### src/rtl/hazard_ctrl_if.sv
// Hazard controller bundle: the four stage instruction registers coming in
// from the datapath and the stall / busy / forwarding selects going back out.
// The datapath side uses the master modport, the hazard controller the slave.
interface hazard_ctrl_if;
   logic [31:0] InstrD;
   logic [31:0] InstrE;
   logic [31:0] InstrM;
   logic [31:0] InstrW;
   logic        Stall;
   logic        MduBusy;
   logic [1:0]  FwdRsD;
   logic [1:0]  FwdRtD;
   logic [1:0]  FwdRsE;
   logic [1:0]  FwdRtE;
   logic        FwdRtM;
   logic [31:0] StallCnt;

   modport master (
      output InstrD, InstrE, InstrM, InstrW,
      input  Stall, MduBusy, FwdRsD, FwdRtD, FwdRsE, FwdRtE, FwdRtM, StallCnt
   );

   modport slave (
      input  InstrD, InstrE, InstrM, InstrW,
      output Stall, MduBusy, FwdRsD, FwdRtD, FwdRsE, FwdRtE, FwdRtM, StallCnt
   );
endinterface

### src/rtl/hazard_ctrl.sv
// Hazard controller for the 5-stage MIPS pipeline (F/D/E/M/W).
// Decides D-stage stalls by comparing operand Tuse against producer Tnew,
// generates every forwarding select, and tracks the multi-cycle MDU in E.
// Optional: define HAZARD_PERF_EN to build a 32-bit stall-cycle counter
// on StallCnt; without it StallCnt is a constant zero.
module hazard_ctrl #(
   parameter int unsigned MULT_CYCLES = 5,
   parameter int unsigned DIV_CYCLES  = 10,
   parameter int unsigned CNT_W       = 4
) (
   input logic          clk,
   input logic          reset,
   hazard_ctrl_if.slave hz
);

   // Everything the hazard logic needs to know about one instruction.
   typedef struct packed {
      logic       rs_used;
      logic       rt_used;
      logic [1:0] tuse_rs;
      logic [1:0] tuse_rt;
      logic [4:0] rs;
      logic [4:0] rt;
      logic [4:0] dest;
      logic [1:0] tnew_e;
      logic       is_lw;
      logic       is_jal;
      logic       is_mdu_start;
      logic       is_div;
      logic       is_mdu_any;
   } dec_t;

   // Unsupported opcodes fall through as nops: no reads, no writes.
   function automatic dec_t decode(input logic [31:0] instr);
      dec_t       d;
      logic [5:0] op;
      logic [5:0] funct;
      op           = instr[31:26];
      funct        = instr[5:0];
      d            = '0;
      d.rs         = instr[25:21];
      d.rt         = instr[20:16];
      case (op)
         6'h00: begin
            case (funct)
               6'h21, 6'h23: begin
                  d.rs_used = 1'b1;
                  d.rt_used = 1'b1;
                  d.tuse_rs = 2'd1;
                  d.tuse_rt = 2'd1;
                  d.dest    = instr[15:11];
                  d.tnew_e  = 2'd1;
               end
               6'h08: begin
                  d.rs_used = 1'b1;
                  d.tuse_rs = 2'd0;
               end
               6'h18, 6'h19, 6'h1A, 6'h1B: begin
                  d.rs_used      = 1'b1;
                  d.rt_used      = 1'b1;
                  d.tuse_rs      = 2'd1;
                  d.tuse_rt      = 2'd1;
                  d.is_mdu_start = 1'b1;
                  d.is_div       = funct[1];
                  d.is_mdu_any   = 1'b1;
               end
               6'h10, 6'h12: begin
                  d.dest       = instr[15:11];
                  d.tnew_e     = 2'd1;
                  d.is_mdu_any = 1'b1;
               end
               6'h11, 6'h13: begin
                  d.rs_used    = 1'b1;
                  d.tuse_rs    = 2'd1;
                  d.is_mdu_any = 1'b1;
               end
               default: d.is_mdu_any = 1'b0;
            endcase
         end
         6'h0D, 6'h0F: begin
            d.rs_used = 1'b1;
            d.tuse_rs = 2'd1;
            d.dest    = instr[20:16];
            d.tnew_e  = 2'd1;
         end
         6'h23: begin
            d.rs_used = 1'b1;
            d.tuse_rs = 2'd1;
            d.dest    = instr[20:16];
            d.tnew_e  = 2'd2;
            d.is_lw   = 1'b1;
         end
         6'h2B: begin
            d.rs_used = 1'b1;
            d.rt_used = 1'b1;
            d.tuse_rs = 2'd1;
            d.tuse_rt = 2'd2;
         end
         6'h04: begin
            d.rs_used = 1'b1;
            d.rt_used = 1'b1;
            d.tuse_rs = 2'd0;
            d.tuse_rt = 2'd0;
         end
         6'h03: begin
            d.dest   = 5'd31;
            d.tnew_e = 2'd0;
            d.is_jal = 1'b1;
         end
         default: d.rs_used = 1'b0;
      endcase
      // Writes to $0 are discarded, so they never act as a producer.
      if (d.dest == 5'd0) begin
         d.tnew_e = 2'd0;
      end
      return d;
   endfunction

   dec_t dec_d;
   dec_t dec_e;
   dec_t dec_m;
   dec_t dec_w;

   logic [1:0]       tnew_m;
   logic             stall_data;
   logic             stall_mdu;
   logic             stall;
   logic             mdu_busy;
   logic [CNT_W-1:0] cnt_d;
   logic [CNT_W-1:0] cnt_q;
   logic             unused_dec_bits;

   assign dec_d = decode(hz.InstrD);
   assign dec_e = decode(hz.InstrE);
   assign dec_m = decode(hz.InstrM);
   assign dec_w = decode(hz.InstrW);

   // Not every decoded field is needed in every stage.
   assign unused_dec_bits = ^{dec_d, dec_e, dec_m, dec_w};

   // A load still in M has one cycle to go; everything else in M is ready.
   assign tnew_m = {1'b0, dec_m.is_lw};

   // D-stage stall: an operand is needed before its producer in E or M has it.
   always_comb begin
      stall_data = 1'b0;
      if (dec_d.rs_used && dec_d.rs != 5'd0) begin
         if (dec_e.dest == dec_d.rs && dec_d.tuse_rs < dec_e.tnew_e) stall_data = 1'b1;
         if (dec_m.dest == dec_d.rs && dec_d.tuse_rs < tnew_m)       stall_data = 1'b1;
      end
      if (dec_d.rt_used && dec_d.rt != 5'd0) begin
         if (dec_e.dest == dec_d.rt && dec_d.tuse_rt < dec_e.tnew_e) stall_data = 1'b1;
         if (dec_m.dest == dec_d.rt && dec_d.tuse_rt < tnew_m)       stall_data = 1'b1;
      end
   end

   // The MDU counts as busy already in the cycle its start instruction sits in E.
   assign mdu_busy  = (cnt_q != '0) || dec_e.is_mdu_start;
   assign stall_mdu = dec_d.is_mdu_any && mdu_busy;
   assign stall     = stall_data || stall_mdu;

   assign hz.Stall   = stall;
   assign hz.MduBusy = mdu_busy;

   // D-stage forwarding: only a jal in E has its value ready; M skips loads.
   always_comb begin
      hz.FwdRsD = 2'd0;
      hz.FwdRtD = 2'd0;
      if (dec_d.rs_used && dec_d.rs != 5'd0) begin
         if (dec_e.is_jal && dec_e.dest == dec_d.rs)         hz.FwdRsD = 2'd1;
         else if (dec_m.dest == dec_d.rs && tnew_m == 2'd0) hz.FwdRsD = 2'd2;
         else if (dec_w.dest == dec_d.rs)                    hz.FwdRsD = 2'd3;
      end
      if (dec_d.rt_used && dec_d.rt != 5'd0) begin
         if (dec_e.is_jal && dec_e.dest == dec_d.rt)         hz.FwdRtD = 2'd1;
         else if (dec_m.dest == dec_d.rt && tnew_m == 2'd0) hz.FwdRtD = 2'd2;
         else if (dec_w.dest == dec_d.rt)                    hz.FwdRtD = 2'd3;
      end
   end

   // E-stage forwarding: M (non-load) beats W.
   always_comb begin
      hz.FwdRsE = 2'd0;
      hz.FwdRtE = 2'd0;
      if (dec_e.rs_used && dec_e.rs != 5'd0) begin
         if (dec_m.dest == dec_e.rs && tnew_m == 2'd0) hz.FwdRsE = 2'd2;
         else if (dec_w.dest == dec_e.rs)               hz.FwdRsE = 2'd3;
      end
      if (dec_e.rt_used && dec_e.rt != 5'd0) begin
         if (dec_m.dest == dec_e.rt && tnew_m == 2'd0) hz.FwdRtE = 2'd2;
         else if (dec_w.dest == dec_e.rt)               hz.FwdRtE = 2'd3;
      end
   end

   // M-stage store data can only come from W.
   always_comb begin
      hz.FwdRtM = 1'b0;
      if (dec_m.rt_used && dec_m.rt != 5'd0 && dec_w.dest == dec_m.rt) begin
         hz.FwdRtM = 1'b1;
      end
   end

   // MDU busy counter: a start in E always (re)loads, otherwise count down.
   always_comb begin
      cnt_d = cnt_q;
      if (dec_e.is_mdu_start) begin
         cnt_d = dec_e.is_div ? CNT_W'(DIV_CYCLES) : CNT_W'(MULT_CYCLES);
      end else if (cnt_q != '0) begin
         cnt_d = cnt_q - CNT_W'(1);
      end
   end

   // MDU busy counter register.
   always_ff @(posedge clk) begin
      if (reset) begin
         cnt_q <= '0;
      end else begin
         cnt_q <= cnt_d;
      end
   end

`ifdef HAZARD_PERF_EN
   logic [31:0] stall_cnt_d;
   logic [31:0] stall_cnt_q;

   // Count stalled cycles, wrapping naturally at 32 bits.
   always_comb begin
      stall_cnt_d = stall_cnt_q;
      if (stall) begin
         stall_cnt_d = stall_cnt_q + 32'd1;
      end
   end

   // Stall-cycle counter register.
   always_ff @(posedge clk) begin
      if (reset) begin
         stall_cnt_q <= '0;
      end else begin
         stall_cnt_q <= stall_cnt_d;
      end
   end

   assign hz.StallCnt = stall_cnt_q;
`else
   assign hz.StallCnt = 32'h0;
`endif

endmodule

### src/flat_wrapper.sv
// flat-port wrapper written by rule: the top's interface ports become plain ports
module hazard_ctrl_flat 
#(
   parameter int unsigned MULT_CYCLES = 5,
   parameter int unsigned DIV_CYCLES  = 10,
   parameter int unsigned CNT_W       = 4
)
  (clk, reset, hz_InstrD, hz_InstrE, hz_InstrM, hz_InstrW, hz_Stall, hz_MduBusy, hz_FwdRsD, hz_FwdRtD, hz_FwdRsE, hz_FwdRtE, hz_FwdRtM, hz_StallCnt);
  hazard_ctrl_if hz_i ();
  input logic clk;
  input logic reset;
  input wire logic [$bits(hz_i.InstrD)-1:0] hz_InstrD;
  input wire logic [$bits(hz_i.InstrE)-1:0] hz_InstrE;
  input wire logic [$bits(hz_i.InstrM)-1:0] hz_InstrM;
  input wire logic [$bits(hz_i.InstrW)-1:0] hz_InstrW;
  output wire logic [$bits(hz_i.Stall)-1:0] hz_Stall;
  output wire logic [$bits(hz_i.MduBusy)-1:0] hz_MduBusy;
  output wire logic [$bits(hz_i.FwdRsD)-1:0] hz_FwdRsD;
  output wire logic [$bits(hz_i.FwdRtD)-1:0] hz_FwdRtD;
  output wire logic [$bits(hz_i.FwdRsE)-1:0] hz_FwdRsE;
  output wire logic [$bits(hz_i.FwdRtE)-1:0] hz_FwdRtE;
  output wire logic [$bits(hz_i.FwdRtM)-1:0] hz_FwdRtM;
  output wire logic [$bits(hz_i.StallCnt)-1:0] hz_StallCnt;
  assign hz_i.InstrD = hz_InstrD;
  assign hz_i.InstrE = hz_InstrE;
  assign hz_i.InstrM = hz_InstrM;
  assign hz_i.InstrW = hz_InstrW;
  assign hz_Stall = hz_i.Stall;
  assign hz_MduBusy = hz_i.MduBusy;
  assign hz_FwdRsD = hz_i.FwdRsD;
  assign hz_FwdRtD = hz_i.FwdRtD;
  assign hz_FwdRsE = hz_i.FwdRsE;
  assign hz_FwdRtE = hz_i.FwdRtE;
  assign hz_FwdRtM = hz_i.FwdRtM;
  assign hz_StallCnt = hz_i.StallCnt;
  hazard_ctrl #(.MULT_CYCLES(MULT_CYCLES), .DIV_CYCLES(DIV_CYCLES), .CNT_W(CNT_W)) u_core (.clk(clk), .reset(reset), .hz(hz_i));
endmodule
### config.mk
export PLATFORM = sky130hd
export DESIGN_NAME = hazard_ctrl_flat
export DESIGN_NICKNAME = d
export VERILOG_FILES = /design/src/rtl/hazard_ctrl_if.sv /design/src/rtl/hazard_ctrl.sv /design/src/flat_wrapper.sv
export SDC_FILE = /design/constraint.sdc
export NUM_CORES = 1
export LEC_CHECK = 0
export BUFFER_PORTS_ARGS = -buffer_cell sky130_fd_sc_hd__buf_2
export CORE_AREA = 2 2 82 76
export CTS_CLUSTER_SIZE = 16
export DETAILED_ROUTE_END_ITERATION = 10
export DIE_AREA = 0 0 84 78
export PLACE_DENSITY = 0.81
export SYNTH_ARGS = -nofsm -noshare
export SYNTH_HDL_FRONTEND = slang
export SYNTH_SLANG_ARGS = --single-unit
### constraint.sdc
create_clock -name clk -period 3.66 [get_ports clk]
set_input_delay 0.366 -clock clk [delete_from_list [all_inputs] [get_ports clk]]
set_output_delay 0.366 -clock clk [all_outputs]
set_load 0.05 [all_outputs]
After elaboration in Yosys (flattened, before gate mapping):

Index checks and enable logic that the tools add are counted.

* mux-type cells: 52
* multipliers: 0
* eq/ne operators: 66
* div/mod/pow operators: 0
* $lt $le $gt $ge: 4
* shift operators: 0
* bitwise operators: 0
* reductions and logical operators: 53
* $add $sub $neg: 1

Operator list (count)
* 6-bit by 5-bit equality test with 1-bit output (second input constant): 24
* 6-bit equality test (second input constant): 15
* 7-bit one-hot mux with 4 select lines: 3
* 6-bit by 4-bit equality test with 1-bit output (second input constant): 10
* 5-bit equality test: 11
* 2-bit 2-to-1 mux: 16
* 5-bit nonzero test: 5
* 6-bit zero test: 4
* 8-bit OR reduction: 3
* 7-bit 2-to-1 mux: 3
* 4-bit OR reduction: 5
* 1-bit 2-to-1 mux: 19
* 6-bit by 2-bit equality test with 1-bit output (second input constant): 3
* 6-bit by 3-bit equality test with 1-bit output (second input constant): 3
* 6-bit OR reduction: 3
* 9-bit OR reduction: 2
* 1-bit logical AND: 17
* 4-bit 2-to-1 mux: 3
* 1-bit one-hot mux with 2 select lines: 6
* 2-bit OR reduction: 6
* 5-bit OR reduction: 2
* 5-bit zero test: 1
* 2-bit one-hot mux with 2 select lines: 1
* 4-bit nonzero test: 1
* 9 further kinds: 10

* RAM bits: 0
* logic and storage cells: 177
* bits in registers: 4
* input port bits: 130
* output and inout bits: 43
* bits in read-only memories: 0
* memories: 0
* bits in latches: 0

Logic depth before layout (Yosys ltp):

* depth after elaboration: 15
* mapped depth: 9
* gate-level depth less buffers: 9

Worst setup path after synthesis:

No wires, ideal clock.

* kind: input -> output
* start point: input hz_InstrW[29]
* end point: output hz_FwdRtM
* buffers on the path: 1
* slack: -0.068 ns
* stages on the path: 7
* arrival: 3.362 ns
* data required time: 3.294 ns
* cells stage by stage: or4_1 > a211oi_1 > a221o_1 > buf_2 > xnor2_1 > nand2_1 > nor4_1

* cells in the longest elaborated chain, start to end: 6
* elaborated cells between the ends (all ways): 10
* those cells by class: 5 x eq/ne; 2 x mux; 3 x reduce/logical

RTL lines
* start: declaration: line flat_wrapper.sv:15 `input wire logic [$bits(hz_i.InstrW)-1:0] hz_InstrW;`
* 6-bit by 4-bit equality test with 1-bit output
* 2-bit OR reduction
* 7-bit one-hot mux with 4 select lines *: line hazard_ctrl.sv:43 `case (op)`
* 5-bit equality test *: line hazard_ctrl.sv:198 `if (dec_m.rt_used && dec_m.rt != 5'd0 && dec_w.dest == dec_m.rt) begin`
* 1-bit logical AND *: line hazard_ctrl.sv:198
* 1-bit 2-to-1 mux *: line hazard_ctrl.sv:198
* end: declaration: line flat_wrapper.sv:22 `output wire logic [$bits(hz_i.FwdRtM)-1:0] hz_FwdRtM;`

Every way passes the cells marked *; elsewhere a longest branch is shown, timed or not.

Final worst setup path:

* start point: input hz_InstrM[28]
* end point: output hz_FwdRtD[1]

* cells in the longest elaborated chain, start to end: 8
* elaborated cells between the ends (all ways): 14
* those cells by class: 5 x eq/ne; 5 x mux; 4 x reduce/logical

RTL lines
* start: declaration: line flat_wrapper.sv:14 `input wire logic [$bits(hz_i.InstrM)-1:0] hz_InstrM;`
* 6-bit by 4-bit equality test with 1-bit output
* 2-bit OR reduction: line hazard_ctrl.sv:43
* 7-bit one-hot mux with 4 select lines: line hazard_ctrl.sv:43
* 5-bit equality test: line hazard_ctrl.sv:176 `else if (dec_m.dest == dec_d.rt && tnew_m == 2'd0) hz.FwdRtD = 2'd2;`
* 1-bit logical AND *: line hazard_ctrl.sv:176
* 2-bit 2-to-1 mux *: line hazard_ctrl.sv:176
* 2-bit 2-to-1 mux *: line hazard_ctrl.sv:175 `if (dec_e.is_jal && dec_e.dest == dec_d.rt) hz.FwdRtD = 2'd1;`
* 2-bit 2-to-1 mux *: line hazard_ctrl.sv:174 `if (dec_d.rt_used && dec_d.rt != 5'd0) begin`
* end: declaration: line flat_wrapper.sv:19 `output wire logic [$bits(hz_i.FwdRtD)-1:0] hz_FwdRtD;`

Marked as above.

==> summary.txt <==
Worst setup path
  – Crit. Startpoint: hz_InstrM[28]
  – CP max FO: 11
  – Worst r2r src: u_core.cnt_q[0]
  – Req. time, crit path: 3.29 ns
  – Critical Path AT: 2.99 ns
  – CP Capture Type: output port
  – CP Launch Type: input pin
  – Critical path type: in -> out

Synth
  – Mapped Cells: about 320
  – Sequential area share after synthesis: 0.0345
  – Synth warn: 0
  – Mux cell area share after synthesis: 0.0183
  – Fraction of registers with async set/reset: 0
  – Largest family of logic cells by synthesized area: simple AND/OR/NAND/NOR gates
  – Most common cell in the netlist: buf_4
  – Synth Cell Area: 2320 um^2
  – Post-Synth Simple-Gate Area: 0.379
  – Post-Synth Adder-Cell Area: 0.0162
  – Cell taking the most area after synthesis: xnor2_1
  – Synth area leaders: xnor2_1 11%, buf_4 10%, xor2_1 7.6%
  – Unique masters post-synth: 62
  – EDFF count, synth: 0
  – #FFs+latches synth: 4
  – Post-Syn Area per Cell: 7.36 um^2
  – Commonest cells in the netlist: 32 x buf_4, 30 x xnor2_1, 20 x xor2_1
  – Complex-gate fraction of the synthesized area: 0.219
  – Top FF cell, synth: dfxtp_1
  – Xor-xnor portion of the synthesized cell area: 0.189
  – Synth top area share: 0.113

Cells and area
  – Number of fill cells: roughly 560
  – # diodes: 0
  – Final Cell Area: 2840 um^2
  – Largest Register: u_core.cnt_q
  – Nets: 552
  – Share of layout cells above drive strength 1: 0.305
  – Area growth, synth to finish: 22.2%
  – Final core occ: 0.504
  – Largest registers: u_core.cnt_q x4
  – Max FFs per register: 4

CTS
  – Worst-path clk slew: 0.03 ns
  – H-tree depth: 1
  – Num CTS Buffers: 3
  – Post-CTS Setup Bufs: 0
  – Total clock sinks: 4
  – Clock Latency Late Sink: 0.22 ns
  – CTS resizes: 0
  – Clk buf depth: 2
  – CTS tree: yes
  – Hold Buf Count CTS: 0
  – Root buffer cell: clkbuf_8

STA
  – Setup TNS: 0 ns
  – Worst Max-Slew Pin Slew: 0.612 ns
  – Slew HR: 0.586
  – Skew final: 0.00153 ns
  – Final Hold Fails: 0
  – Final worst-path setup slack: just over 0.3 ns
  – Final setup vio count: 0
  – Max Clk Rate: 298 MHz
  – Period Utilization, post-route: 0.916
  – Final min period: ~3.4 ns
  – Slew Limit Fails: 0
  – Unrepaired setup endpoints after global routing: no

Placed design
  – Final Wtd Congestion: 0.912
  – Hpwl dp: between 5000 and 6000 um
  – Port Buf Inserts: 103
  – Setup WS pre-CTS: 0.318 ns
  – Dpl cell area: 2790 um^2

Global route
  – Initial antenna violation count: 0
  – Vias in the first global route: 2607
  – GRT busiest layer: met2
  – GR Util met2: 0.359
  – GR Util All Layers: 0.206
  – Largest net degree at the start of global routing: 12
  – Met1 Usage GRT: 0.271
  – Met3 GRT Util: 0.0319
  – Grt ovf: 0
  – Global-route wire length before repair: 11500 um

Drt
  – Antenna Violating Nets Remaining: 0
  – Via count: 2784
  – Wire per inst: 14.6 um
  – DRC: 0
  – Initial DRC Count: 190
  – Total Routed Length: 7130 um
  – First-pass iteration count of the detailed router: 5
  – Vias per Instance: 5.72

Floorplan
  – Io pins: 173
  – CORE AREA: 5630 um^2
  – Cell row count: 26
  – Die W: 84 um
  – Starting Density: 0.412
  – Die ar.: 6550 um^2
  – Die H: roughly 78 um

Power
  – Pwr Density: around 220 nW/um^2
  – Total Power: roughly 630 uW
  – Max VDD drop: 240 uV
  – Leakage: 0.00126 uW

Flow run
  – Max-cap violation count: 0

Status
  – Outcome: completed

Hold path
  – Hold Path Origin: reset
  – Worst Hold Class: in -> reg
==> worst max-delay path, cell delays in order <==
cell	delay (ns)
buf_2	0.15
nor4_4	0.43
nand3_1	0.36
and4_1	0.30
or4b_4	0.53
nor4_4	0.20
a2bb2oi_1	0.12
nor3b_2	0.23
buf_2	0.29
==> layer usage <==
| layer | up-vias | share of wire |
|---|---|---|
| met5 | - | 0 |
| met3 | 4 | 0.088 |
| li1 | 1350 | - |
| met1 | 1299 | 0.44 |
| met2 | 131 | 0.47 |
| met4 | 0 | 0.0038 |
==> report_power, final <==
part           internal (uW)  switching (uW)
combinational            165             293
sequential              63.9            16.0
clock                   70.2            24.0
==> cell usage in the layout, fill, tap and decap left out, types with 3 or more instances in the layout <==
master / count
xor2_1: 20
o21ai_0: 6
o22ai_1: 3
nor2b_1: 3
nand3_1: 17
and3b_1: 3
a211o_1: 4
or4_1: 7
and3_1: 3
a221oi_1: 5
ha_1: 3
a31oi_1: 8
conb_1: 32
nand2_1: 11
inv_1: 15
a21oi_1: 11
or3_1: 5
xnor2_1: 30
o2111ai_1: 3
nor2_1: 18
nor4_4: 4
clkbuf_8: 3
nor3b_1: 6
a221o_1: 5
buf_4: 3
a211oi_1: 5
dfxtp_1: 4
nand2b_1: 6
buf_2: 103
nand3b_1: 5
nand4_1: 6
nor3_1: 13
nor4_1: 9
==> cell type report <==
| cell class | count | area, um^2 | share of cell area |
|---|---|---|---|
| Inverter | 15 | 56.3 | 0.0199 |
| Tap cell | 70 | 87.6 | 0.0309 |
| Multi-Input combinational cell | 289 | 2030 | 0.717 |
| Timing Repair Buffer | 106 | 538 | 0.190 |
| Clock buffer | 3 | 41.3 | 0.0146 |
| Sequential cell | 4 | 80.1 | 0.0282 |
==> final timing paths <==
| check | endpoint | slack (ns) | cells after the start |
|---|---|---|---|
| setup / recovery | hz_FwdRtD[1] | 0.31 | 9 |
| hold / removal | u_core.cnt_q[2] | 0.36 | 2 |
| setup reg to reg | u_core.cnt_q[2] | 2.21 | 7 |
| hold reg to reg | u_core.cnt_q[1] | 0.64 | 4 |
==> stage by stage <==
step	hold WS [ns]	std cells
floorplan	0.438	346
detailed placement	0.588	484
global route	0.372	487
finish	0.363	487
CTS	0.361	487
global placement	0.575	484
==> logic make-up after synthesis <==
family                   after synthesis
flip-flops                             4
AO/OA/AOI/OAI                         67
XOR/XNOR                              50
buffers and inverters                 53
other                                  1
AND/OR/NAND/NOR                      133
adder cells (fa/ha/maj)                3
multiplexers                           4
(Power assumes the default switching activity.)
